--- src/rtl/jacobi_div_pkg.sv ---
// jacobi_div_pkg: status codes, FP constants, delay-line entry and operand screening
// shared by the Jacobi divide issue stage.
package jacobi_div_pkg;

  typedef enum logic [1:0] {
    ST_OK       = 2'b00,
    ST_ZERO_DEN = 2'b01,
    ST_INVALID  = 2'b10,
    ST_OVERFLOW = 2'b11
  } status_t;

  localparam logic [7:0]  EXP_MAX       = 8'd255;
  localparam logic [7:0]  EXP_DBL_LIMIT = 8'd254;
  localparam logic [31:0] QNAN          = 32'h7FC0_0000;
  localparam logic [31:0] PINF          = 32'h7F80_0000;

  // The user tag travels in a parallel shift line sized by the top's TAG_W.
  typedef struct packed {
    logic        valid;
    logic        bypass;
    status_t     status;
    logic [31:0] result;
  } dl_ent_t;

  function automatic status_t classify(input logic [31:0] num, input logic [31:0] den);
    return (num[30:23] == EXP_MAX || den[30:23] == EXP_MAX) ? ST_INVALID :
           (den[30:23] == 8'd0)                             ? ST_ZERO_DEN :
           (den[30:23] == EXP_DBL_LIMIT)                    ? ST_OVERFLOW : ST_OK;
  endfunction

  function automatic logic [31:0] bypass_value(input status_t st, input logic sign);
    return (st == ST_INVALID)  ? QNAN :
           (st == ST_OVERFLOW) ? {sign, PINF[30:0]} : 32'h0;
  endfunction

endpackage

--- src/rtl/jacobi_div_issue_if.sv ---
// jacobi_div_issue_if: operand input, divider-core and result output signals of the
// Jacobi divide issue stage; master drives operands/quotient/out_ready, slave is the stage.
interface jacobi_div_issue_if #(
  parameter int TAG_W = 4
);
  logic             in_valid;
  logic             in_ready;
  logic [31:0]      in_num;
  logic [31:0]      in_den;
  logic [TAG_W-1:0] in_tag;
  logic [31:0]      div_a;
  logic [31:0]      div_b;
  logic [31:0]      div_result;
  logic             out_valid;
  logic             out_ready;
  logic [31:0]      out_result;
  logic [TAG_W-1:0] out_tag;
  logic [1:0]       out_status;

  modport master (
    output in_valid, in_num, in_den, in_tag, div_result, out_ready,
    input  in_ready, div_a, div_b, out_valid, out_result, out_tag, out_status
  );

  modport slave (
    input  in_valid, in_num, in_den, in_tag, div_result, out_ready,
    output in_ready, div_a, div_b, out_valid, out_result, out_tag, out_status
  );
endinterface

--- src/rtl/jacobi_res_fifo.sv ---
// jacobi_res_fifo: synchronous FIFO with occupancy count; DEPTH must be a power of two
// so the pointers wrap naturally.
module jacobi_res_fifo #(
  parameter int W     = 8,
  parameter int DEPTH = 4
) (
  input  logic                   clk,
  input  logic                   rst_n,
  input  logic                   wr,
  input  logic [W-1:0]           wdata,
  input  logic                   rd,
  output logic [W-1:0]           rdata,
  output logic [$clog2(DEPTH):0] count
);
  localparam int AW = $clog2(DEPTH);

  logic [W-1:0]  mem [DEPTH];
  logic [AW-1:0] wp, rp;

  always_ff @(posedge clk or negedge rst_n)
    if (!rst_n) begin
      wp    <= '0;
      rp    <= '0;
      count <= '0;
    end else begin
      wp    <= wp + AW'(wr);
      rp    <= rp + AW'(rd);
      count <= count + (AW+1)'(wr) - (AW+1)'(rd);
    end

  always_ff @(posedge clk)
    if (wr) mem[wp] <= wdata;

  assign rdata = mem[rp];

  a_no_overflow: assert property (@(posedge clk) disable iff (!rst_n)
    !(wr && count == (AW+1)'(DEPTH)));

endmodule

--- src/rtl/jacobi_div_issue.sv ---
// jacobi_div_issue: screens (num, den) pairs, issues num/(2*den) to a fixed-latency divider
// and returns results in order through a credit-limited buffer. Macro JACOBI_DIV_STATS_EN adds counters.
module jacobi_div_issue
  import jacobi_div_pkg::*;
#(
  parameter int DIV_LATENCY = 28,
  parameter int TAG_W       = 4,
  parameter int OBUF_DEPTH  = 4
) (
  input logic clk,
  input logic rst_n,
  jacobi_div_issue_if.slave bus
`ifdef JACOBI_DIV_STATS_EN
  ,
  output logic [15:0] stat_issued,
  output logic [15:0] stat_zero,
  output logic [15:0] stat_bad
`endif
);
  localparam int OW = $clog2(OBUF_DEPTH) + 1;
  localparam int FW = 2 + TAG_W + 32;

  logic                              rdy, acc, pop;
  logic [OW-1:0]                     occ, occ_nxt, fcnt;
  status_t                           st;
  dl_ent_t                           ent, ex;
  dl_ent_t [DIV_LATENCY-1:0]         dl;
  logic    [DIV_LATENCY-1:0][TAG_W-1:0] tg;
  logic [FW-1:0]                     wdata, rdata;

  assign acc          = bus.in_valid && rdy;
  assign pop          = bus.out_valid && bus.out_ready;
  assign occ_nxt      = occ + OW'(acc) - OW'(pop);
  assign bus.in_ready = rdy;
  assign st           = classify(bus.in_num, bus.in_den);
  assign ent          = '{valid: acc, bypass: st != ST_OK, status: st,
                          result: bypass_value(st, bus.in_num[31] ^ bus.in_den[31])};

  // Credits cover in-flight plus buffered results; ready comes from a register only.
  always_ff @(posedge clk or negedge rst_n)
    if (!rst_n) begin
      occ       <= '0;
      rdy       <= 1'b0;
      bus.div_a <= '0;
      bus.div_b <= '0;
    end else begin
      occ <= occ_nxt;
      rdy <= occ_nxt < OW'(OBUF_DEPTH);
      if (acc && st == ST_OK) begin
        bus.div_a <= bus.in_num;
        bus.div_b <= {bus.in_den[31], bus.in_den[30:23] + 8'd1, bus.in_den[22:0]};
      end
    end

  // Bypassed entries ride the same line as real divides, so order is preserved.
  always_ff @(posedge clk or negedge rst_n)
    if (!rst_n) begin
      dl <= '0;
      tg <= '0;
    end else begin
      dl <= {dl[DIV_LATENCY-2:0], ent};
      tg <= {tg[DIV_LATENCY-2:0], bus.in_tag};
    end

  assign ex    = dl[DIV_LATENCY-1];
  assign wdata = {ex.status, tg[DIV_LATENCY-1], ex.bypass ? ex.result : bus.div_result};

  jacobi_res_fifo #(.W(FW), .DEPTH(OBUF_DEPTH)) u_fifo (
    .clk   (clk),
    .rst_n (rst_n),
    .wr    (ex.valid),
    .wdata (wdata),
    .rd    (pop),
    .rdata (rdata),
    .count (fcnt)
  );

  assign bus.out_valid = fcnt != '0;
  assign {bus.out_status, bus.out_tag, bus.out_result} = bus.out_valid ? rdata : '0;

`ifdef JACOBI_DIV_STATS_EN
  always_ff @(posedge clk or negedge rst_n)
    if (!rst_n) begin
      stat_issued <= '0;
      stat_zero   <= '0;
      stat_bad    <= '0;
    end else if (acc) begin
      if (st == ST_OK && stat_issued != 16'hFFFF) stat_issued <= stat_issued + 16'd1;
      if (st == ST_ZERO_DEN && stat_zero != 16'hFFFF) stat_zero <= stat_zero + 16'd1;
      if ((st == ST_INVALID || st == ST_OVERFLOW) && stat_bad != 16'hFFFF) stat_bad <= stat_bad + 16'd1;
    end
`endif

endmodule

--- src/flat_wrapper.sv ---
// flat-port wrapper written by rule: the top's interface ports become plain ports
module jacobi_div_issue_flat import jacobi_div_pkg::*;
#(
  parameter int DIV_LATENCY = 28,
  parameter int TAG_W       = 4,
  parameter int OBUF_DEPTH  = 4
)
  (clk, rst_n, bus_in_valid, bus_in_num, bus_in_den, bus_in_tag, bus_div_result, bus_out_ready, bus_in_ready, bus_div_a, bus_div_b, bus_out_valid, bus_out_result, bus_out_tag, bus_out_status);
  jacobi_div_issue_if #(.TAG_W(TAG_W)) bus_i ();
  input logic clk;
  input logic rst_n;
  input wire logic [$bits(bus_i.in_valid)-1:0] bus_in_valid;
  input wire logic [$bits(bus_i.in_num)-1:0] bus_in_num;
  input wire logic [$bits(bus_i.in_den)-1:0] bus_in_den;
  input wire logic [$bits(bus_i.in_tag)-1:0] bus_in_tag;
  input wire logic [$bits(bus_i.div_result)-1:0] bus_div_result;
  input wire logic [$bits(bus_i.out_ready)-1:0] bus_out_ready;
  output wire logic [$bits(bus_i.in_ready)-1:0] bus_in_ready;
  output wire logic [$bits(bus_i.div_a)-1:0] bus_div_a;
  output wire logic [$bits(bus_i.div_b)-1:0] bus_div_b;
  output wire logic [$bits(bus_i.out_valid)-1:0] bus_out_valid;
  output wire logic [$bits(bus_i.out_result)-1:0] bus_out_result;
  output wire logic [$bits(bus_i.out_tag)-1:0] bus_out_tag;
  output wire logic [$bits(bus_i.out_status)-1:0] bus_out_status;
  assign bus_i.in_valid = bus_in_valid;
  assign bus_i.in_num = bus_in_num;
  assign bus_i.in_den = bus_in_den;
  assign bus_i.in_tag = bus_in_tag;
  assign bus_i.div_result = bus_div_result;
  assign bus_i.out_ready = bus_out_ready;
  assign bus_in_ready = bus_i.in_ready;
  assign bus_div_a = bus_i.div_a;
  assign bus_div_b = bus_i.div_b;
  assign bus_out_valid = bus_i.out_valid;
  assign bus_out_result = bus_i.out_result;
  assign bus_out_tag = bus_i.out_tag;
  assign bus_out_status = bus_i.out_status;
  jacobi_div_issue #(.DIV_LATENCY(DIV_LATENCY), .TAG_W(TAG_W), .OBUF_DEPTH(OBUF_DEPTH)) u_core (.clk(clk), .rst_n(rst_n), .bus(bus_i));
endmodule
--- config.mk ---
export PLATFORM = sky130hd
export DESIGN_NAME = jacobi_div_issue_flat
export DESIGN_NICKNAME = d
export VERILOG_FILES = /design/src/rtl/jacobi_div_pkg.sv /design/src/rtl/jacobi_div_issue_if.sv /design/src/rtl/jacobi_res_fifo.sv /design/src/rtl/jacobi_div_issue.sv /design/src/flat_wrapper.sv
export SDC_FILE = /design/constraint.sdc
export NUM_CORES = 1
export LEC_CHECK = 0
export CORE_MARGIN = 2
export CORE_UTILIZATION = 55
export CTS_CLUSTER_DIAMETER = 80
export DETAILED_ROUTE_END_ITERATION = 7
export PLACE_DENSITY = 0.79
export RECOVER_POWER = 25
export SLEW_MARGIN = 20
export SYNTH_ARGS = -nofsm -noshare
export SYNTH_HDL_FRONTEND = slang
export SYNTH_SLANG_ARGS = --single-unit
--- constraint.sdc ---
create_clock -name clk -period 4.94 [get_ports clk]
set_input_delay 0.494 -clock clk [delete_from_list [all_inputs] [get_ports clk]]
set_output_delay 0.494 -clock clk [all_outputs]
set_load 0.01 [all_outputs]
==> impl_results.html, run 1 <==
<table>
<tr><th>Metric</th><th>Value</th></tr>
<tr><th colspan="2">Status</th></tr>
<tr><td>Status</td><td>completed</td></tr>
<tr><th colspan="2">Power and ir drop</th></tr>
<tr><td>Total leakage power</td><td>just over 9 nW</td></tr>
<tr><td>Areal power density over the cells</td><td>581 mW/mm²</td></tr>
<tr><td>Total net switching power</td><td>~0.0031 W</td></tr>
<tr><td>Maximum vdd drop</td><td>~380 µV</td></tr>
<tr><td>Internal power contribution</td><td>0.00934 W</td></tr>
<tr><td>Combinational cell fraction of total power</td><td>23.9%</td></tr>
<tr><td>Sequential power share</td><td>44.9%</td></tr>
<tr><td>Switching Share</td><td>24.7%</td></tr>
<tr><td>Clock share of power</td><td>a little under a third</td></tr>
<tr><th colspan="2">Drt</th></tr>
<tr><td>Wirelength, routed</td><td>roughly 29000 µm</td></tr>
<tr><td>Detailed-routing wirelength on met1</td><td>around 12000 µm</td></tr>
<tr><td>Initial DRC count</td><td>510</td></tr>
<tr><td>Highest Signal Layer</td><td>met4</td></tr>
<tr><td>Vias post-DR</td><td>7567</td></tr>
<tr><td>First-pass iteration count of the detailed router</td><td>5</td></tr>
<tr><td>Routed met2 length</td><td>about 15000 µm</td></tr>
<tr><td>Final routed wire length divided by cell count</td><td>19.5 µm</td></tr>
<tr><td>Detailed-route DRC error count</td><td>0</td></tr>
<tr><td>Vias per Instance</td><td>5.08</td></tr>
<tr><td>Detail Route met3 WL</td><td>1820 µm</td></tr>
<tr><td>Count of antenna-violating nets left after detailed routing</td><td>0</td></tr>
<tr><th colspan="2">GRT</th></tr>
<tr><td>Final global-route overflow total</td><td>0</td></tr>
<tr><td>Global-route wire length before repair</td><td>between 40000 and 50000 µm</td></tr>
<tr><td>Via count of the first global-routing pass</td><td>between 8000 and 9000</td></tr>
<tr><td>Maximum number of pins on one net before global-route repair</td><td>142</td></tr>
<tr><td>Number of antenna violations at the first check in global routing</td><td>0</td></tr>
<tr><td>All-Layer GR Usage</td><td>18.5%</td></tr>
<tr><th colspan="2">Clock tree</th></tr>
<tr><td>Maximum number of buffers from clock root to sink</td><td>3</td></tr>
<tr><td>Clock sink total</td><td>535</td></tr>
<tr><td>Clock latency of the later-clocked register in the worst-skew pair</td><td>0.55 ns</td></tr>
<tr><td>Root Buffer</td><td>sky130_fd_sc_hd__clkbuf_16</td></tr>
<tr><td>CTS buffer count</td><td>49</td></tr>
<tr><td>Reg clk slew, reported paths</td><td>0.06 ns</td></tr>
<tr><td>Number of cells upsized or downsized after cts</td><td>0</td></tr>
<tr><td>Htree depth</td><td>2</td></tr>
<tr><td>TritonCTS clock tree</td><td>done</td></tr>
<tr><td>Number of buffers added to fix hold violations after cts</td><td>0</td></tr>
<tr><td>Post-CTS setup buffers</td><td>0</td></tr>
<tr><th colspan="2">Timing</th></tr>
<tr><td>Final Skew</td><td>around 0.023 ns</td></tr>
<tr><td>Highest attainable clock frequency</td><td>0.270 GHz</td></tr>
<tr><td>Hold Vio Cnt, Final</td><td>0</td></tr>
<tr><td>Post-layout min period</td><td>3.70 ns</td></tr>
<tr><td>Setup repair after global routing missed its margin</td><td>no</td></tr>
<tr><td>Sum of negative setup slack</td><td>0 ns</td></tr>
<tr><td>Final max-slew violation count</td><td>0</td></tr>
<tr><td>Setup violation total in the final timing report</td><td>0</td></tr>
<tr><td>Fraction of the cycle the final worst path needs</td><td>between 70% and 80%</td></tr>
<tr><td>Worst path setup slack after routing</td><td>approximately 1.2 ns</td></tr>
<tr><td>Final-layout worst hold slack</td><td>between 0.3 and 0.4 ns</td></tr>
<tr><td>Worst Tran Pin Value</td><td>0.995 ns</td></tr>
<tr><td>Worst-case headroom to the max-slew limit</td><td>about a third</td></tr>
<tr><th colspan="2">Logic synthesis</th></tr>
<tr><td>Ranking of synthesized cells by area</td><td>sky130_fd_sc_hd__dfrtp_1 56%, sky130_fd_sc_hd__edfxtp_1 27%, sky130_fd_sc_hd__mux2_4 5.2%, sky130_fd_sc_hd__mux4_2 5.0%, sky130_fd_sc_hd__and2_1 1.4%</td></tr>
<tr><td>Synthesized area</td><td>~0.017 mm²</td></tr>
<tr><td>Mux cell area share after synthesis</td><td>10.7%</td></tr>
<tr><td>Main combinational cell family by area after synthesis</td><td>multiplexers</td></tr>
<tr><td>Register bit count reported by yosys</td><td>between 500 and 600</td></tr>
<tr><td>Cell with the most instances after synthesis</td><td>sky130_fd_sc_hd__dfrtp_1</td></tr>
<tr><td>Async S/R FF share, synth</td><td>a little under three quarters</td></tr>
<tr><td>Average size of a mapped cell</td><td>21.2 µm²</td></tr>
<tr><td>Complex-gate fraction of the synthesized area</td><td>0.601%</td></tr>
<tr><td>Synthesis Warnings</td><td>0</td></tr>
<tr><td>Post-synthesis xor/xnor area fraction</td><td>0.770%</td></tr>
<tr><td>Yosys top cell area share</td><td>56.1%</td></tr>
<tr><td>Number of distinct library cell variants in the gate-level netlist after synthesis</td><td>36</td></tr>
<tr><td>Area share of fa/ha/maj cells after synthesis</td><td>less than 1%</td></tr>
<tr><td>Post-synth top cells</td><td>383 x sky130_fd_sc_hd__dfrtp_1, 152 x sky130_fd_sc_hd__edfxtp_1, 59 x sky130_fd_sc_hd__mux2_4, 38 x sky130_fd_sc_hd__and2_1, 38 x sky130_fd_sc_hd__mux4_2</td></tr>
<tr><td>Proportion of synthesized chip area in sequential cells</td><td>between 80% and 90%</td></tr>
<tr><td>Gate count after technology mapping</td><td>805</td></tr>
<tr><td>Cell taking the most area after synthesis</td><td>sky130_fd_sc_hd__dfrtp_1</td></tr>
<tr><td>Number of enable-type register cells in the synthesized netlist</td><td>152</td></tr>
<tr><td>Net count after synthesis</td><td>917</td></tr>
<tr><td>Simple-gate share of the synthesized area</td><td>under 10%</td></tr>
<tr><td>Synth Flop Type</td><td>sky130_fd_sc_hd__dfrtp_1</td></tr>
<tr><th colspan="2">Worst setup path</th></tr>
<tr><td>Nature of the critical path endpoint</td><td>primary output</td></tr>
<tr><td>Crit-path max FO</td><td>28</td></tr>
<tr><td>Worst endpoint required time</td><td>4.45 ns</td></tr>
<tr><td>Arrival time at the worst endpoint</td><td>~3.2 ns</td></tr>
<tr><td>Startpoint Class</td><td>register</td></tr>
<tr><td>Critical path class</td><td>reg -&gt; out</td></tr>
<tr><td>Register-to-register setup slack</td><td>between 2 and 3 ns</td></tr>
<tr><th colspan="2">Placement</th></tr>
<tr><td>Gpl congestion</td><td>about 0.76</td></tr>
<tr><td>Setup slack after placement</td><td>1.77 ns</td></tr>
<tr><td>Half-perimeter wire length after placement</td><td>16700 µm</td></tr>
<tr><td>Total of buffers placed on input and output ports</td><td>approximately 210</td></tr>
<tr><td>Placement-stage cell area</td><td>0.0196 mm²</td></tr>
<tr><th colspan="2">Layout</th></tr>
<tr><td>Core utilization of the finished layout</td><td>a little over two thirds</td></tr>
<tr><td>Fill cell instance count of the final layout</td><td>1860</td></tr>
<tr><td>Summed area of non-filler cells in the final layout</td><td>0.0214 mm²</td></tr>
<tr><td>Number of nets in the layout</td><td>between 1000 and 1500</td></tr>
<tr><td>Syn-to-layout area delta</td><td>25.3%</td></tr>
<tr><td>Diodes inserted</td><td>0</td></tr>
<tr><td>Fraction of layout cells with a size suffix above 1</td><td>about a fifth</td></tr>
<tr><th colspan="2">Floorplanning</th></tr>
<tr><td>Full die area</td><td>roughly 0.032 mm²</td></tr>
<tr><td>X dimension of the die</td><td>180 µm</td></tr>
<tr><td>Initial core utilization</td><td>between 50% and 60%</td></tr>
<tr><td>Count of standard-cell rows</td><td>64</td></tr>
<tr><td>Total core area</td><td>0.0306 mm²</td></tr>
<tr><td>Top-level I/O count</td><td>208</td></tr>
<tr><td>Overall die height</td><td>180 µm</td></tr>
<tr><th colspan="2">Min path</th></tr>
<tr><td>Hold Crit Class</td><td>reg -&gt; reg</td></tr>
<tr><th colspan="2">Run</th></tr>
<tr><td>Count of maximum capacitance violations</td><td>0</td></tr>
</table>
-- per-layer routing --
layer  up-vias  track usage, %
li1       3317               -
met5         -               0
met2       254            31.4
met3        46            4.53
met1      3950            24.7
met4         0            4.10
-- worst paths after layout --
| path | from | end | cells after the start |
|---|---|---|---|
| max reg2reg | u_core.u_fifo.count[1]$_DFF_PN0_ | u_core.occ[2]$_DFF_PN0_ | 9 |
| min | u_core.dl[681]$_DFF_PN0_ | u_core.dl[717]$_DFF_PN0_ | 0 |
| min reg2reg | u_core.dl[681]$_DFF_PN0_ | u_core.dl[717]$_DFF_PN0_ | 0 |
| max in group asynchronous | rst_n | u_core.bus.div_b[5]$_DFFE_PN0P_ | 4 |
| max | u_core.u_fifo.rp[0]$_DFF_PN0_ | bus_out_tag[2] | 4 |
| min in group asynchronous | rst_n | u_core.bus.div_a[31]$_DFFE_PN0P_ | 2 |
-- placed cells by master, fill, tap and decap left out, types with 2 or more instances in the layout --
cell,instances
sky130_fd_sc_hd__fa_1,2
sky130_fd_sc_hd__nand4_1,3
sky130_fd_sc_hd__mux4_2,38
sky130_fd_sc_hd__o21ai_0,10
sky130_fd_sc_hd__dlygate4sd3_1,5
sky130_fd_sc_hd__clkbuf_1,8
sky130_fd_sc_hd__nand2_1,9
sky130_fd_sc_hd__dfrtp_1,382
sky130_fd_sc_hd__mux2_2,6
sky130_fd_sc_hd__inv_1,17
sky130_fd_sc_hd__clkbuf_16,50
sky130_fd_sc_hd__xnor2_1,10
sky130_fd_sc_hd__clkdlybuf4s50_1,202
sky130_fd_sc_hd__nand3_1,3
sky130_fd_sc_hd__buf_4,12
sky130_fd_sc_hd__edfxtp_1,152
sky130_fd_sc_hd__mux2_4,59
sky130_fd_sc_hd__xor2_1,5
sky130_fd_sc_hd__bufinv_16,5
sky130_fd_sc_hd__clkbuf_8,13
sky130_fd_sc_hd__nor2b_1,22
sky130_fd_sc_hd__clkinv_2,9
sky130_fd_sc_hd__and2_1,38
sky130_fd_sc_hd__ha_1,6
sky130_fd_sc_hd__nor2_1,4
-- metrics by stage --
step                      power (W)  cells
final                        0.0124   1491
after global routing         0.0130   1491
after CTS                    0.0126   1489
after detailed placement    0.00863   1399
after global placement      0.00854   1399
after floorplan             0.00714    805
-- critical path, stage by stage, from the launching register on --
cell,delay [ns]
sky130_fd_sc_hd__dfrtp_2,1.00
sky130_fd_sc_hd__buf_4,0.41
sky130_fd_sc_hd__mux4_2,0.57
sky130_fd_sc_hd__and2_1,0.18
sky130_fd_sc_hd__clkdlybuf4s50_1,0.47
-- cell families after synthesis --
logic type | after synthesis
AO/OA/AOI/OAI | 13
XOR/XNOR | 15
adder cells (fa/ha/maj) | 8
buffers and inverters | 39
flip-flops | 535
multiplexers | 104
AND/OR/NAND/NOR | 91
-- area by class of cell --
class                           count  area (µm²)  share of cell area [%]
Sequential cell                   535       14100                    66.2
Multi-Input combinational cell    231        2740                    12.8
Timing Repair Buffer              222        2220                    10.4
Inverter                           17        63.8                   0.298
Clock buffer                       71        1460                    6.83
Tap cell                          396         495                    2.32
Clock inverter                     19         251                    1.18
-- power by group through the flow --
| stage | Clock [W] | Sequential [W] | Combinational [W] |
|---|---|---|---|
| finish | 0.00388 | 0.00558 | 0.00296 |
| global route | 0.00418 | 0.00565 | 0.00316 |
| detailed placement | 0 | 0.00563 | 0.00300 |
| global placement | 0 | 0.00562 | 0.00292 |
| floorplan | 0 | 0.00562 | 0.00152 |
| CTS | 0.00398 | 0.00559 | 0.00301 |
-- state kept, by name, indices dropped and copies added (netlist names) --
| register | flops |
|---|---|
| u_core.u_fifo.rp | 2 |
| u_core.u_fifo.mem | 152 |
| u_core.u_fifo.wp | 2 |
| u_core.bus.div_b | 32 |
| u_core.u_fifo.count | 3 |
| u_core.occ | 3 |
| u_core.bus.in_ready | 1 |
| u_core.tg | 112 |
| u_core.dl | 196 |
| u_core.bus.div_a | 32 |
Note: power is estimated with default switching activity, not from simulation.
==> run 2, diff against run 1 <==
--- a/config.mk
+++ b/config.mk
@@ -6,10 +6,10 @@
 export NUM_CORES = 1
 export LEC_CHECK = 0
 export CORE_MARGIN = 2
-export CORE_UTILIZATION = 55
+export CORE_UTILIZATION = 50
 export CTS_CLUSTER_DIAMETER = 80
 export DETAILED_ROUTE_END_ITERATION = 7
-export PLACE_DENSITY = 0.79
+export PLACE_DENSITY = 0.76
 export RECOVER_POWER = 25
 export SLEW_MARGIN = 20
 export SYNTH_ARGS = -nofsm -noshare
==> constraint.sdc (replaced) <==
create_clock -name clk -period 3.2 [get_ports clk]
set_input_delay 0.32 -clock clk [delete_from_list [all_inputs] [get_ports clk]]
set_output_delay 0.32 -clock clk [all_outputs]
set_load 0.01 [all_outputs]
==> run 2 against run 1 <==
Setup slack got worse by 0.90 ns. Final area increased by 0.51%. Sequential share of layout area decreased by 0.34 points. Largest power group unchanged. Critical endpoint is now bus_out_result[7]. Non-clock buffer count increased by 2. Largest cell class unchanged. Clock power increased by 53%. First-iteration DRC count decreased by 20%. Routed wire length increased by 1.8%. Sequential cell count unchanged.
==> impl_results.html, run 2 (synthesized netlist as in run 1, its figures left out) <==
<table>
<tr><th>Metric</th><th>Value</th></tr>
<tr><th colspan="2">Status</th></tr>
<tr><td>Status</td><td>completed (unchanged)</td></tr>
<tr><th colspan="2">Layout</th></tr>
<tr><td>Area of the multi-input gates</td><td>0.00275 mm² (was 0.00274 mm²)</td></tr>
<tr><td>Number of nets in the layout</td><td>1172 (was 1168)</td></tr>
<tr><td>Largest reg by FF count</td><td>u_core.dl (unchanged)</td></tr>
<tr><td>Sequential cell area</td><td>0.0141 mm² (unchanged)</td></tr>
<tr><td>Diodes inserted</td><td>0 (unchanged)</td></tr>
<tr><td>Summed area of non-filler cells in the final layout</td><td>0.0215 mm² (was 0.0214 mm²)</td></tr>
<tr><td>Fill cell instance count of the final layout</td><td>2280 (was 1860)</td></tr>
<tr><td>Fraction of layout cells with a size suffix above 1</td><td>19.3% (was 19.1%)</td></tr>
<tr><td>Syn-to-layout area delta</td><td>25.9% (was 25.3%)</td></tr>
<tr><td>Flip-flop count of the largest register, all copies and words added</td><td>196 (unchanged)</td></tr>
<tr><td>Commonest non-fill, non-tap cells in the layout</td><td>382 x sky130_fd_sc_hd__dfrtp_1, 202 x sky130_fd_sc_hd__clkdlybuf4s50_1, 152 x sky130_fd_sc_hd__edfxtp_1 (unchanged)</td></tr>
<tr><td>Biggest registers after layout</td><td>u_core.dl (196), u_core.u_fifo.mem (152), u_core.tg (112) (unchanged)</td></tr>
<tr><td>Leading cell type in the layout, fill and taps excluded</td><td>sky130_fd_sc_hd__dfrtp_1 (unchanged)</td></tr>
<tr><th colspan="2">Worst setup path</th></tr>
<tr><td>End of the worst register-to-register path</td><td>u_core.occ[2]$_DFF_PN0_ (unchanged)</td></tr>
<tr><td>Worst reg2reg startpoint</td><td>u_core.u_fifo.count[1]$_DFF_PN0_ (unchanged)</td></tr>
<tr><td>Worst endpoint required time</td><td>2.88 ns (was 4.45 ns)</td></tr>
<tr><td>Register-to-register setup slack</td><td>0.80 ns (was 2.61 ns)</td></tr>
<tr><td>Nature of the critical path endpoint</td><td>primary output (unchanged)</td></tr>
<tr><td>Critical path class</td><td>reg -&gt; out (unchanged)</td></tr>
<tr><td>Arrival time at the worst endpoint</td><td>2.55 ns (was 3.21 ns)</td></tr>
<tr><td>Worst reg2reg path depth</td><td>9 (unchanged)</td></tr>
<tr><td>First element of the critical path</td><td>u_core.u_fifo.rp[0]$_DFF_PN0_ (unchanged)</td></tr>
<tr><td>Crit path capture</td><td>bus_out_result[7] (was bus_out_tag[2])</td></tr>
<tr><td>Startpoint Class</td><td>register (unchanged)</td></tr>
<tr><td>Crit-path max FO</td><td>39 (was 28)</td></tr>
<tr><th colspan="2">Clock tree</th></tr>
<tr><td>Number of cells upsized or downsized after cts</td><td>0 (unchanged)</td></tr>
<tr><td>Root Buffer</td><td>sky130_fd_sc_hd__clkbuf_16 (unchanged)</td></tr>
<tr><td>Maximum number of buffers from clock root to sink</td><td>3 (unchanged)</td></tr>
<tr><td>Post-CTS setup buffers</td><td>0 (unchanged)</td></tr>
<tr><td>CTS buffer count</td><td>51 (was 49)</td></tr>
<tr><td>TritonCTS clock tree</td><td>done (unchanged)</td></tr>
<tr><td>Reg clk slew, reported paths</td><td>0.06 ns (about the same)</td></tr>
<tr><td>Clock sink total</td><td>535 (unchanged)</td></tr>
<tr><td>Htree depth</td><td>2 (unchanged)</td></tr>
<tr><td>Clock latency of the later-clocked register in the worst-skew pair</td><td>0.56 ns (was 0.55 ns)</td></tr>
<tr><th colspan="2">Min path</th></tr>
<tr><td>Min-Delay Path Depth</td><td>1 (was 0)</td></tr>
<tr><td>Hold Crit Class</td><td>in -&gt; reg (was reg -&gt; reg)</td></tr>
<tr><th colspan="2">GRT</th></tr>
<tr><td>Number of antenna violations at the first check in global routing</td><td>0 (unchanged)</td></tr>
<tr><td>Via count of the first global-routing pass</td><td>8549 (was 8585)</td></tr>
<tr><td>Maximum number of pins on one net before global-route repair</td><td>97 (was 142)</td></tr>
<tr><td>Global-route wire length before repair</td><td>47400 µm (about the same)</td></tr>
<tr><td>All-Layer GR Usage</td><td>17.3% (was 18.5%)</td></tr>
<tr><td>Final global-route overflow total</td><td>0 (unchanged)</td></tr>
<tr><th colspan="2">Timing</th></tr>
<tr><td>Worst-case headroom to the max-slew limit</td><td>34.0% (was 33.7%)</td></tr>
<tr><td>Post-layout min period</td><td>2.87 ns</td></tr>
<tr><td>Setup repair after global routing missed its margin</td><td>no (unchanged)</td></tr>
<tr><td>Highest attainable clock frequency</td><td>0.349 GHz</td></tr>
<tr><td>Setup violation total in the final timing report</td><td>0 (unchanged)</td></tr>
<tr><td>Worst path setup slack after routing</td><td>0.331 ns (was 1.24 ns)</td></tr>
<tr><td>Final max-slew violation count</td><td>0 (unchanged)</td></tr>
<tr><td>Worst Tran Pin Value</td><td>0.989 ns (was 0.995 ns)</td></tr>
<tr><td>Final-layout worst hold slack</td><td>0.316 ns (was 0.328 ns)</td></tr>
<tr><td>Fraction of the cycle the final worst path needs</td><td>between 80% and 90%</td></tr>
<tr><td>Sum of negative setup slack</td><td>0 ns (unchanged)</td></tr>
<tr><td>Hold Vio Cnt, Final</td><td>0 (unchanged)</td></tr>
<tr><td>Final Skew</td><td>0.0157 ns (was 0.0232 ns)</td></tr>
<tr><th colspan="2">Placement</th></tr>
<tr><td>Half-perimeter wire length after placement</td><td>16100 µm (was 16700 µm)</td></tr>
<tr><td>Placement-stage cell area</td><td>0.0198 mm² (was 0.0196 mm²)</td></tr>
<tr><td>Setup slack after placement</td><td>0.525 ns (was 1.77 ns)</td></tr>
<tr><td>Total of buffers placed on input and output ports</td><td>207 (unchanged)</td></tr>
<tr><td>Gpl congestion</td><td>0.742 (was 0.756)</td></tr>
<tr><th colspan="2">Floorplanning</th></tr>
<tr><td>Full die area</td><td>0.0356 mm² (was 0.0325 mm²)</td></tr>
<tr><td>Initial core utilization</td><td>50.8% (was 55.8%)</td></tr>
<tr><td>Total core area</td><td>0.0336 mm² (was 0.0306 mm²)</td></tr>
<tr><td>Overall die height</td><td>189 µm (was 180 µm)</td></tr>
<tr><td>X dimension of the die</td><td>189 µm (was 180 µm)</td></tr>
<tr><td>Count of standard-cell rows</td><td>67 (was 64)</td></tr>
<tr><td>Top-level I/O count</td><td>208 (unchanged)</td></tr>
<tr><th colspan="2">Power and ir drop</th></tr>
<tr><td>Total power</td><td>0.0192 W (was 0.0124 W)</td></tr>
<tr><td>Areal power density over the cells</td><td>892 mW/mm² (was 581 mW/mm²)</td></tr>
<tr><td>Maximum vdd drop</td><td>575 µV (was 383 µV)</td></tr>
<tr><td>Total leakage power</td><td>9.16 nW (was 9.15 nW)</td></tr>
<tr><th colspan="2">Drt</th></tr>
<tr><td>Initial DRC count</td><td>407 (was 510)</td></tr>
<tr><td>Count of antenna-violating nets left after detailed routing</td><td>0 (unchanged)</td></tr>
<tr><td>Vias post-DR</td><td>7593 (was 7567)</td></tr>
<tr><td>Wirelength, routed</td><td>29500 µm (was 29000 µm)</td></tr>
<tr><td>Vias per Instance</td><td>4.90 (was 5.08)</td></tr>
<tr><td>First-pass iteration count of the detailed router</td><td>4 (was 5)</td></tr>
<tr><td>Final routed wire length divided by cell count</td><td>19.0 µm (was 19.5 µm)</td></tr>
<tr><td>Detailed-route DRC error count</td><td>0 (unchanged)</td></tr>
<tr><th colspan="2">Run</th></tr>
<tr><td>Count of maximum capacitance violations</td><td>0 (unchanged)</td></tr>
</table>
-- run 2: worst min path at each step --
stage	startpoint	slack (ns)	endpoint
final	bus_in_tag[3]	0.32	u_core.tg[3]$_DFF_PN0_
after global routing	bus_in_tag[0]	0.30	u_core.tg[0]$_DFF_PN0_
after CTS	bus_in_tag[3]	0.18	u_core.tg[3]$_DFF_PN0_
after detailed placement	u_core.dl[176]$_DFF_PN0_	0.33	u_core.dl[212]$_DFF_PN0_
after global placement	u_core.dl[34]$_DFF_PN0_	0.33	u_core.dl[70]$_DFF_PN0_
after floorplan	rst_n	0.02	u_core.bus.div_a[0]$_DFFE_PN0P_
-- run 2: layout make-up --
type                    instances  area share, %
flip-flops and latches        535           65.8
multi-input cells             231           12.8
repair buffers                224           10.6
clock buffers                  68           6.66
well taps                     448           2.61
clock inverters                27           1.21
inverters                      17          0.297
-- run 2: worst max-delay path, cell delays in order, from the launching register on --
cell and delay (ns):
sky130_fd_sc_hd__dfrtp_2 0.40, sky130_fd_sc_hd__buf_12 0.31, sky130_fd_sc_hd__mux4_2 0.54, sky130_fd_sc_hd__and2_1 0.21, sky130_fd_sc_hd__clkdlybuf4s50_1 0.49
-- run 2: layer usage --
layer / vias up / wire (µm) / track usage (%)
li1: 3330 / - / -
met2: 258 / 15100 / 29.5
met3: 46 / 1950 / 4.27
met1: 3959 / 11900 / 22.5
met4: 0 / 544 / 4.33
met5: - / 0 / 0
-- run 2: per-stage QoR --
stage / utilization [%] / std cells
CTS: 63.9 / 1550
floorplan: - / 805
finish: 63.9 / 1550
global route: 63.9 / 1550
detailed placement: 58.9 / 1454
global placement: 58.9 / 1454
-- run 2: repair_timing --
item,4_1_cts,5_1_grt
setup endpoints to repair,0,0
hold endpoints to repair,73,0
hold buffers,1,0
-- run 2: power by group --
| part | total [W] | internal [W] | switching, W |
|---|---|---|---|
| logic | 0.00478 | 0.00286 | 0.00192 |
| clock network | 0.00592 | 0.00341 | 0.00251 |
| registers | 0.00848 | 0.00802 | 0.000454 |
